===== src/rtl/cp0_irq_ctrl.sv =====
// Coprocessor-0 interrupt controller: IRQ_N edge-triggered lines plus a timer-compare line,
// fixed-priority take with EXL protection and a held jump request. Define CP0_VECTOR_EN for vectored targets.
module cp0_irq_ctrl #(
  parameter int DATA_W    = 32,
  parameter int IRQ_N     = 4,
  parameter int VEC_SHIFT = 4
) (
  input  logic              clk,
  input  logic              rst_n,
  input  logic [1:0]        oper,
  input  logic [4:0]        addr_r,
  output logic [DATA_W-1:0] data_r,
  input  logic [4:0]        addr_w,
  input  logic [DATA_W-1:0] data_w,
  input  logic              ir_en,
  input  logic [IRQ_N-1:0]  ir_in,
  input  logic [DATA_W-1:0] ret_addr,
  output logic              jump_en,
  output logic [DATA_W-1:0] jump_addr,
  input  logic              jump_ack
);
  localparam int L = IRQ_N + 1;

  typedef enum logic [1:0] {OP_NONE = 2'd0, OP_MFC0 = 2'd1, OP_MTC0 = 2'd2, OP_ERET = 2'd3} oper_e;
  typedef enum logic [4:0] {
    R_SR = 5'd0, R_CAUSE = 5'd1, R_EPC = 5'd2, R_EHBR = 5'd3, R_TCR = 5'd4, R_TCMP = 5'd5
  } reg_e;

  if (DATA_W < 16 || IRQ_N < 1 || IRQ_N > 7 || VEC_SHIFT < 0 || VEC_SHIFT >= DATA_W) begin : g_bad_param
    $error("cp0_irq_ctrl: parameter out of range");
  end

  logic              ie_q, ie_d, exl_q, exl_d;
  logic [L-1:0]      mask_q, mask_d, pend_q, pend_d;
  logic [4:0]        code_q, code_d;
  logic [DATA_W-1:0] epc_q, epc_d, ehbr_q, ehbr_d, tcr_q, tcr_d, tcmp_q, tcmp_d;
  logic [IRQ_N-1:0]  ir_s_q, ir_prev_q;
  logic              jump_en_q, jump_en_d;
  logic [DATA_W-1:0] jump_addr_q, jump_addr_d;

  logic         wr, eret, take, found, tmatch;
  logic [L-1:0] req, first, set_ev;
  logic [4:0]   win;

  always_comb begin
    wr     = (oper == OP_MTC0);
    eret   = (oper == OP_ERET);
    tmatch = (tcmp_q != '0) && (tcr_q == tcmp_q);
    set_ev = {tmatch, ir_s_q & ~ir_prev_q};
    req    = pend_q & mask_q;
    found  = 1'b0;
    first  = '0;
    win    = '0;
    for (int unsigned k = 0; k < L; k++) begin
      if (req[k] && !found) begin
        found    = 1'b1;
        first[k] = 1'b1;
        win      = 5'(k);
      end
    end
    take = ir_en && ie_q && !exl_q && found && !eret;

    ie_d        = ie_q;
    exl_d       = exl_q;
    mask_d      = mask_q;
    code_d      = code_q;
    epc_d       = epc_q;
    ehbr_d      = ehbr_q;
    tcr_d       = tcr_q + DATA_W'(1);
    tcmp_d      = tcmp_q;
    jump_en_d   = jump_en_q && !jump_ack;
    jump_addr_d = jump_addr_q;
    // A new event on a line beats the clear of that same line by a take.
    pend_d      = (pend_q & ~(take ? first : '0)) | set_ev;

    if (wr) begin
      case (reg_e'(addr_w))
        R_SR: begin
          ie_d   = data_w[0];
          exl_d  = data_w[1];
          mask_d = data_w[8 +: L];
        end
        R_EPC:   epc_d  = data_w;
        R_EHBR:  ehbr_d = data_w;
        R_TCR:   tcr_d  = data_w;
        R_TCMP:  tcmp_d = data_w;
        default: ;
      endcase
    end

    // Hardware EPC/EXL updates are applied last so they override a same-cycle MTC0.
    if (take) begin
      epc_d     = ret_addr;
      exl_d     = 1'b1;
      code_d    = win;
      jump_en_d = 1'b1;
`ifdef CP0_VECTOR_EN
      jump_addr_d = ehbr_q + (DATA_W'(win) << VEC_SHIFT);
`else
      jump_addr_d = ehbr_q;
`endif
    end else if (eret) begin
      exl_d       = 1'b0;
      jump_en_d   = 1'b1;
      jump_addr_d = epc_q;
    end
  end

  always_comb begin
    data_r = '0;
    case (reg_e'(addr_r))
      R_SR: begin
        data_r[0]     = ie_q;
        data_r[1]     = exl_q;
        data_r[8 +: L] = mask_q;
      end
      R_CAUSE: begin
        data_r[6:2]    = code_q;
        data_r[8 +: L] = pend_q;
      end
      R_EPC:   data_r = epc_q;
      R_EHBR:  data_r = ehbr_q;
      R_TCR:   data_r = tcr_q;
      R_TCMP:  data_r = tcmp_q;
      default: data_r = '0;
    endcase
  end

  always_ff @(posedge clk or negedge rst_n) begin
    if (!rst_n) begin
      ie_q        <= 1'b0;
      exl_q       <= 1'b0;
      mask_q      <= '0;
      pend_q      <= '0;
      code_q      <= '0;
      epc_q       <= '0;
      ehbr_q      <= '0;
      tcr_q       <= '0;
      tcmp_q      <= '0;
      ir_s_q      <= '0;
      ir_prev_q   <= '0;
      jump_en_q   <= 1'b0;
      jump_addr_q <= '0;
    end else begin
      ie_q        <= ie_d;
      exl_q       <= exl_d;
      mask_q      <= mask_d;
      pend_q      <= pend_d;
      code_q      <= code_d;
      epc_q       <= epc_d;
      ehbr_q      <= ehbr_d;
      tcr_q       <= tcr_d;
      tcmp_q      <= tcmp_d;
      ir_s_q      <= ir_in;
      ir_prev_q   <= ir_s_q;
      jump_en_q   <= jump_en_d;
      jump_addr_q <= jump_addr_d;
    end
  end

  assign jump_en   = jump_en_q;
  assign jump_addr = jump_addr_q;
endmodule


===== config.mk =====
export PLATFORM = sky130hd
export DESIGN_NAME = cp0_irq_ctrl
export DESIGN_NICKNAME = d
export VERILOG_FILES = /design/src/rtl/cp0_irq_ctrl.sv
export SDC_FILE = /design/constraint.sdc
export NUM_CORES = 1
export LEC_CHECK = 0
export CORE_MARGIN = 2
export CORE_UTILIZATION = 30
export CTS_BUF_LIST = sky130_fd_sc_hd__clkbuf_8
export DETAILED_ROUTE_END_ITERATION = 12
export PLACE_DENSITY_LB_ADDON = 0.25
export SETUP_SLACK_MARGIN = 0.4
export SYNTH_ARGS = -nofsm -noshare
export SYNTH_HDL_FRONTEND = slang
export SYNTH_SLANG_ARGS = --single-unit

===== constraint.sdc =====
create_clock -name clk -period 4.7 [get_ports clk]
set_input_delay 0.94 -clock clk [delete_from_list [all_inputs] [get_ports clk]]
set_output_delay 0.94 -clock clk [all_outputs]
set_load 0.01 [all_outputs]

* Word level (Yosys, flattened, before mapping)
Index checks and enable logic that the tools add are counted.
Cells by class: add/subtract/negate cells 1, equal/unequal tests 12, mux-type cells 32, bitwise gates (word level) 6, reduce and logical (&&, ||, !) cells 30
Operators with widths (count):
- $mux W32 | 7
- $pmux W19 S4 | 1
- $add A32 B1 Y32 const B | 1
- $eq A32 B32 Y1 | 1
- $reduce_bool A32 Y1 | 1
- $pmux W5 S6 | 1
- $pmux W5 S5 | 1
- $eq A5 B2 Y1 const B | 4
- $eq A5 B3 Y1 const B | 4
- $mux W5 | 4
- $mux W1 | 16
- $and A5 B5 Y5 | 2
- $logic_and A1 B1 Y1 | 10
- $logic_not A5 Y1 | 2
- $pmux W2 S5 | 1
- $reduce_and A2 Y1 | 5
- $logic_not A1 Y1 | 7
- $reduce_bool A2 Y1 | 3
- $reduce_bool A3 Y1 | 2
- $eq A5 B1 Y1 const B | 1
- $not A5 Y5 | 1
- $or A5 B5 Y5 | 1
- $and A4 B4 Y4 | 1
- $eq A2 B2 Y1 const B | 2
- other kinds (2) | 2
Word-level totals: flip-flop bits (word level) 186, input port bits 84, output and inout port bits 65, word-level logic and storage cells 94

* Logic depth before layout (Yosys ltp)
Gate-level depths: netlist (run 1).
depth after elaboration 20, gate-level depth with buffers 8, gate-level depth less buffers 6

* Worst setup path before layout (run 1)
No wires, ideal clock.
path kind input -> output, start input addr_r[1], end output data_r[8], arrival 2.231 ns, required time 3.760 ns, path slack 1.529 ns, stages 6, path buffers 1, cell sequence nor4_1 > buf_2 > a22oi_1 > nand2_1 > o22ai_1 > nor2_1
Between the ends: longest elaborated chain between the ends 2, elaborated cells on any way between the ends 7, classes of those cells eq/ne (5); mux (1); reduce/logical (1)
RTL lines:
- start: declaration | RTL line 11 | input logic [4:0] addr_r,
- $eq A5 B3 Y1 (tied with other cells) | RTL line 111 | case (reg_e'(addr_r))
- $pmux W5 S6 * | RTL line 111
- end: declaration | RTL line 12 | output logic [DATA_W-1:0] data_r,
Every way passes the cells marked *; elsewhere a longest branch is shown, timed or not.

* Final worst setup path (run 1)
start input addr_r[4], end output data_r[11]
Same word-level chain as after synthesis.

==> impl_metrics.json, run 1 <==
{
  "status": "finished, final reports clean",
  "final_cell_mix": "184 x dfrtp_1, 146 x clkdlybuf4s50_1, 123 x nand2_1",
  "r2r-end": "jump_en",
  "required_ns": 3.76,
  "whs_ns": 0.368,
  "area_growth_pct": 25.7,
  "drcViolationCount": 0,
  "antenna_cells": 0,
  "wl_per_cell_um": 19.1,
  "core_area_um2": 30300,
  "critPathCaptureType": "primary output",
  "die_w_um": 179,
  "period_minus_slack_ns": 4.17,
  "setup_violations": 0,
  "synth_top_cell_by_area": "dfrtp_1",
  "postSynthAreaPerCell_um2": 10.4,
  "synth.cell_area_um2": 9190,
  "clock-root-buffer": "clkbuf_8",
  "yosys_warnings": 0,
  "synth_cells": 886,
  "place_ws_ns": 0.507,
  "clockBufferDepth": 2,
  "synth_edf_count": 0,
  "rsz0062_at_grt": "no",
  "cts_tree": "built",
  "dr_total_vias": 7344,
  "arrival_ns": 3.23,
  "ys.flop_type": "dfrtp_1",
  "total_power_w": 0.00504,
  "gp_congestion": 0.763,
  "p_per_area_nw_per_um2": 436,
  "rr_startpoint": "pend_q[0]",
  "start_util_pct": 30.3,
  "dp.cells": 1384,
  "drt-initial-drc-count": 508,
  "cellLeakagePower_nw": 4.67,
  "timing.setup.tns_ns": 0,
  "num_rows": 64,
  "drv_cap": 0,
  "layout-drive-gt1-share_pct": 12.9,
  "hold_buffers": 0,
  "grt_max_degree": 118,
  "endpoint": "data_r[11]",
  "drtAntennaViolNets": 0,
  "grt_pass1_wl_mm": 42.9,
  "synth_top_area_share_pct": 50.1,
  "yosysSeqAreaShare_pct": 50.1,
  "io_pins": 149,
  "worst_slew_pin_slew_ns": 1.13,
  "synth-seq-cells": 184,
  "finalHoldViolCount": 0,
  "die_h_um": 179,
  "numPortBuffers": 148,
  "synth_cell_types": 44,
  "dp_hpwl_mm": 19.0,
  "via_per_inst": 5.19,
  "hp-class": "reg -> reg",
  "finClkSkew_ns": 0.0187,
  "ctsResizeCount": 0,
  "max-vdd-ir-drop_mv": 0.165,
  "htree_levels": 4,
  "nNetsFinal": 1092,
  "cp_max_fo": 64,
  "mostFrequentLayoutCell": "dfrtp_1",
  "grt_overflow": 0,
  "die-area_um2": 32100,
  "grt_pass1_vias": 7332,
  "crit_path_start_kind": "input port",
  "setup_slack_ns": 0.526,
  "firstDrtPassIters": 5,
  "fmax_ghz": 0.240,
  "clk_pin_slew_worst_paths_ns": 0.10,
  "fin_cells": 1416,
  "wl_mm": 27.0,
  "worst-r2r-setup-slack_ns": 1.79,
  "worstSetupPathType": "in -> out",
  "grt_usage_pct": 17.3,
  "finalMaxSlewViolations": 0,
  "antenna_found_initial": 0,
  "clock_latency_ns": 0.47,
  "synth.area.top_cells": "dfrtp_1 50%, mux2_2 8.8%, a22oi_1 5.1%, nand2_1 5.1%, mux2i_1 3.7%",
  "async_flop_share_pct": 100,
  "fin_crit_sh_pct": 88.8,
  "syn_nets": 971,
  "cts.sinks": 184,
  "reg2regPathDepth": 4,
  "numCtsBuffers": 17,
  "cts_setup_buffers": 0,
  "worstSetupStartpoint": "addr_r[4]",
  "relSlewSlack_pct": 24.5
}
## worst min path at each step
stage	start	endpoint	slack [ns]	depth (start not counted)
floorplan	ir_s_q[1]	ir_prev_q[1]	0.35	0
global placement	ir_s_q[1]	ir_prev_q[1]	0.36	0
detailed placement	ir_s_q[0]	ir_prev_q[0]	0.36	0
CTS	ir_s_q[0]	ir_prev_q[0]	0.37	0
global route	ir_s_q[0]	ir_prev_q[0]	0.38	0
finish	ir_s_q[0]	ir_prev_q[0]	0.37	0
## report_power, final
group          internal, W  total (W)  switching, W
registers          0.00201    0.00249      0.000477
clock network     0.000600    0.00121      0.000614
logic             0.000714    0.00134      0.000626
## routing by layer
layer	part of all wire, %	vias up	global-route usage (%)
li1	-	3473	-
met1	49	3665	25.1
met2	45	189	26.9
met3	5.1	17	2.95
met4	0.96	0	3.93
met5	0	-	0
## critical path: stages
cell and delay [ns]:
clkdlybuf4s50_1 0.52, nor4b_4 0.38, buf_12 0.32, a22oi_1 0.13, nand2_1 0.10, o22ai_1 0.09, nor2_1 0.17, clkdlybuf4s50_1 0.56
## logic make-up after synthesis
logic type               synth area share [%]
AND/OR/NAND/NOR                          13.0
AO/OA/AOI/OAI                            15.3
flip-flops                               50.1
multiplexers                             12.5
buffers and inverters                    3.24
XOR/XNOR                                 5.72
adder cells (fa/ha/maj)                 0.136
## state kept, by name, summed over array words and instances (netlist names)
register   flops
mask_q         5
ie_q           1
jump_addr     32
jump_en        1
exl_q          1
tcr_q         32
tcmp_q        32
ir_prev_q      4
code_q         3
pend_q         5
ir_s_q         4
ehbr_q        32
epc_q         32
## layout make-up
class                           instances  area (um2)
Fill cell                            3046       18800
Sequential cell                       184        4600
Multi-Input combinational cell        630        4340
Timing Repair Buffer                  163        1630
Tap cell                              396         495
Clock buffer                           18         248
Clock inverter                         14         195
Inverter                               11        41.3
## cell usage after synthesis (3+ instances only)
master / number
xor2_1: 36
buf_1: 5
o21ai_0: 39
a221o_1: 5
and3_1: 7
nor4_1: 15
nand3_1: 19
inv_1: 11
nand2_1: 124
mux2_2: 72
a222oi_1: 3
xnor2_1: 24
a21oi_1: 60
buf_2: 22
o22ai_1: 5
dfrtp_1: 184
mux2i_1: 34
a22oi_1: 63
nor2_1: 44
clkbuf_1: 34
a221oi_1: 25
a22o_1: 3
nand4_1: 20
a31oi_1: 6
## through the flow
step	area (um2)	utilization, %
3_3_place_gp	11100	36.6
5_1_grt	11600	38.1
2_1_floorplan	9190	-
3_5_place_dp	11100	36.6
4_1_cts	11600	38.1
6_report	11600	38.1
No activity file was read; power rests on OpenSTA's default activity.
==> run 2, diff against run 1 <==
--- a/config.mk
+++ b/config.mk
@@ -5,6 +5,8 @@
 export SDC_FILE = /design/constraint.sdc
 export NUM_CORES = 1
 export LEC_CHECK = 0
+export ABC_AREA = 1
+export CAP_MARGIN = 20
 export CORE_MARGIN = 2
 export CORE_UTILIZATION = 30
 export CTS_BUF_LIST = sky130_fd_sc_hd__clkbuf_8
==> impl_metrics.json, run 2 <==
{
  "status": "finished, final reports clean",
  "crit_family": "buffers and inverters",
  "synth_top_cells_by_count": "385 x nand2_1, 184 x dfrtp_1, 148 x inv_1",
  "cp_max_fo": 27,
  "reg2regPathDepth": 6,
  "cts.sinks": 184,
  "crit_path_start_kind": "input port",
  "grt_overflow": 0,
  "clock_latency_ns": 0.50,
  "max-vdd-ir-drop_mv": 0.213,
  "start_util_pct": 30.3,
  "drt-initial-drc-count": 742,
  "antenna_found_initial": 0,
  "synth.area.top_cells": "dfrtp_1 45%, nand2_1 14%, nand3_1 7.0%, inv_1 5.5%, nand4_1 5.0%",
  "layout-drive-gt1-share_pct": 4.39,
  "cpPeakStageDelay_ns": 0.54,
  "clk_pin_slew_worst_paths_ns": 0.11,
  "fin_cells": 1950,
  "cts_tree": "built",
  "required_ns": 3.76,
  "synth_cell_types": 33,
  "numCtsBuffers": 17,
  "hp-class": "reg -> reg",
  "mostFrequentLayoutCell": "nand2_1",
  "p_per_area_nw_per_um2": 395,
  "firstDrtPassIters": 6,
  "worstPathCellList": "clkdlybuf4s50_1 -> nor2_1 -> nand2_1 -> inv_1 -> nand3_1 -> buf_4 -> o21ai_1 -> a21oi_1 -> nand2_1 -> clkdlybuf4s50_1",
  "gp_congestion": 0.886,
  "synth-seq-cells": 184,
  "dr_total_vias": 9919,
  "via_per_inst": 5.09,
  "antenna_cells": 0,
  "synth_edf_count": 0,
  "grt_pass1_wl_mm": 58.9,
  "path_buf_inv": 4,
  "whs_ns": 0.386,
  "die-area_um2": 35300,
  "rsz0062_at_grt": "no",
  "path_depth": 10,
  "relSlewSlack_pct": 32.6,
  "io_pins": 149,
  "setup_violations": 0,
  "period_minus_slack_ns": 4.13,
  "slowest_stage": "clkdlybuf4s50_1",
  "async_flop_share_pct": 100,
  "postSynthAreaPerCell_um2": 7.36,
  "synth_cells": 1379,
  "arrival_ns": 3.19,
  "synth.most_common_cell": "nand2_1",
  "grt_max_degree": 113,
  "num_rows": 67,
  "timing.setup.tns_ns": 0,
  "num-fill-cells": 3546,
  "dp.cells": 1917,
  "final_cell_mix": "383 x nand2_1, 184 x dfrtp_1, 147 x inv_1",
  "clockBufferDepth": 2,
  "finClkSkew_ns": 0.0201,
  "synth_top_area_share_pct": 45.4,
  "die_w_um": 188,
  "drtAntennaViolNets": 0,
  "grt_usage_pct": 22.0,
  "worst_slew_pin_slew_ns": 1.01,
  "syn_nets": 1464,
  "htree_levels": 4,
  "yosysSeqAreaShare_pct": 45.4,
  "fin_crit_sh_pct": 87.9,
  "cellLeakagePower_nw": 5.64,
  "hold_buffers": 0,
  "finalMaxSlewViolations": 0,
  "finalHoldViolCount": 0,
  "wl_mm": 38.6,
  "yosys_warnings": 0,
  "grt_pass1_vias": 9643,
  "dp_hpwl_mm": 27.9,
  "wl_per_cell_um": 19.8,
  "nNetsFinal": 1574,
  "final_util_pct": 37.0,
  "area_growth_pct": 22.1,
  "drcViolationCount": 0,
  "critPathCaptureType": "primary output",
  "whs_path_depth": 0,
  "core_area_um2": 33400,
  "die_h_um": 188,
  "numPortBuffers": 148,
  "fmax_ghz": 0.242,
  "worst-r2r-setup-slack_ns": 2.48,
  "synth.cell_area_um2": 10100,
  "ys.flop_type": "dfrtp_1",
  "worstSetupPathType": "in -> out",
  "drv_cap": 0,
  "synth_top_cell_by_area": "dfrtp_1",
  "clock-root-buffer": "clkbuf_8"
}
[run 2: cell types whose count changed after synthesis, moves of 18 or more]
cell      change
nor2_1       +60
a21oi_1      -23
mux2i_1      -34
inv_1       +137
nand4_1      +61
a221oi_1     -25
o22ai_1      +18
a22oi_1      -63
nand2_1     +261
o21ai_0      +47
nand3_1     +122
o21ai_1      +56
xor2_1       -31
mux2_2       -72
[run 2: repair_timing]
action	in CTS	in global routing
setup endpoints to repair	0	10
gates resized for setup	0	4
setup buffers	0	1
[run 2: path summary, 6_finish.rpt]
path                            startpoint      endpoint
worst max-delay path             addr_r[4]    data_r[12]
worst min-delay path             ir_s_q[1]  ir_prev_q[1]
worst max register to register   pend_q[0]     epc_q[28]
worst min register to register   ir_s_q[1]  ir_prev_q[1]
max in group asynchronous            rst_n  jump_addr[6]
min in group asynchronous            rst_n    ehbr_q[30]
[run 2: metrics by stage]
| step | setup slack [ns] | area [um2] | total power [W] |
|---|---|---|---|
| after floorplan | 1.75 | 10100 | 0.00307 |
| after global placement | 0.507 | 11900 | 0.00376 |
| after detailed placement | 0.480 | 12000 | 0.00378 |
| after CTS | 0.475 | 12400 | 0.00494 |
| after global routing | 0.420 | 12400 | 0.00520 |
| final | 0.569 | 12400 | 0.00489 |
[run 2: worst reg2reg max path, delay by kind of cell, from the launching register on]
family           cells  cell delay, ns
AND/OR/NAND/NOR      6            1.67
flip-flops           1            0.43
[run 2: kinds of logic (layout without fill, tap and decap cells)]
| kind of cell | Yosys count | after routing | synth area share [%] |
|---|---|---|---|
| simple gates | 736 | 736 | 32.2 |
| fa+ha+maj | 1 | 1 | 0.123 |
| compound gates | 207 | 207 | 10.7 |
| flops | 184 | 184 | 45.4 |
| xor+xnor | 28 | 28 | 2.42 |
| buf+inv | 223 | 346 | 9.27 |
[run 2: per-layer routing]
metal / global-route usage (%) / part of all wire, %
met5: 0 / 0
met4: 8.42 / 3.3
met3: 3.35 / 5.5
met2: 38.4 / 50
met1: 27.4 / 41
[run 2: power breakdown]
| part | leakage (nW) | switching (W) | internal, W | total [W] |
|---|---|---|---|---|
| clock network | 0.203 | 0.000686 | 0.000460 | 0.00115 |
| registers | 2.35 | 0.000379 | 0.00195 | 0.00233 |
| logic | 3.09 | 0.000804 | 0.000616 | 0.00142 |
[run 2: final cells by class]
| type | instances | area [um2] | share of cell area, % |
|---|---|---|---|
| multi-input combinational | 972 | 4610 | 37.2 |
| clock inverter | 14 | 158 | 1.27 |
| timing repair buffer | 164 | 1650 | 13.3 |
| tap | 448 | 561 | 4.52 |
| sequential | 184 | 4600 | 37.2 |
| inverter | 150 | 567 | 4.57 |
| clock buffer | 18 | 248 | 2.00 |
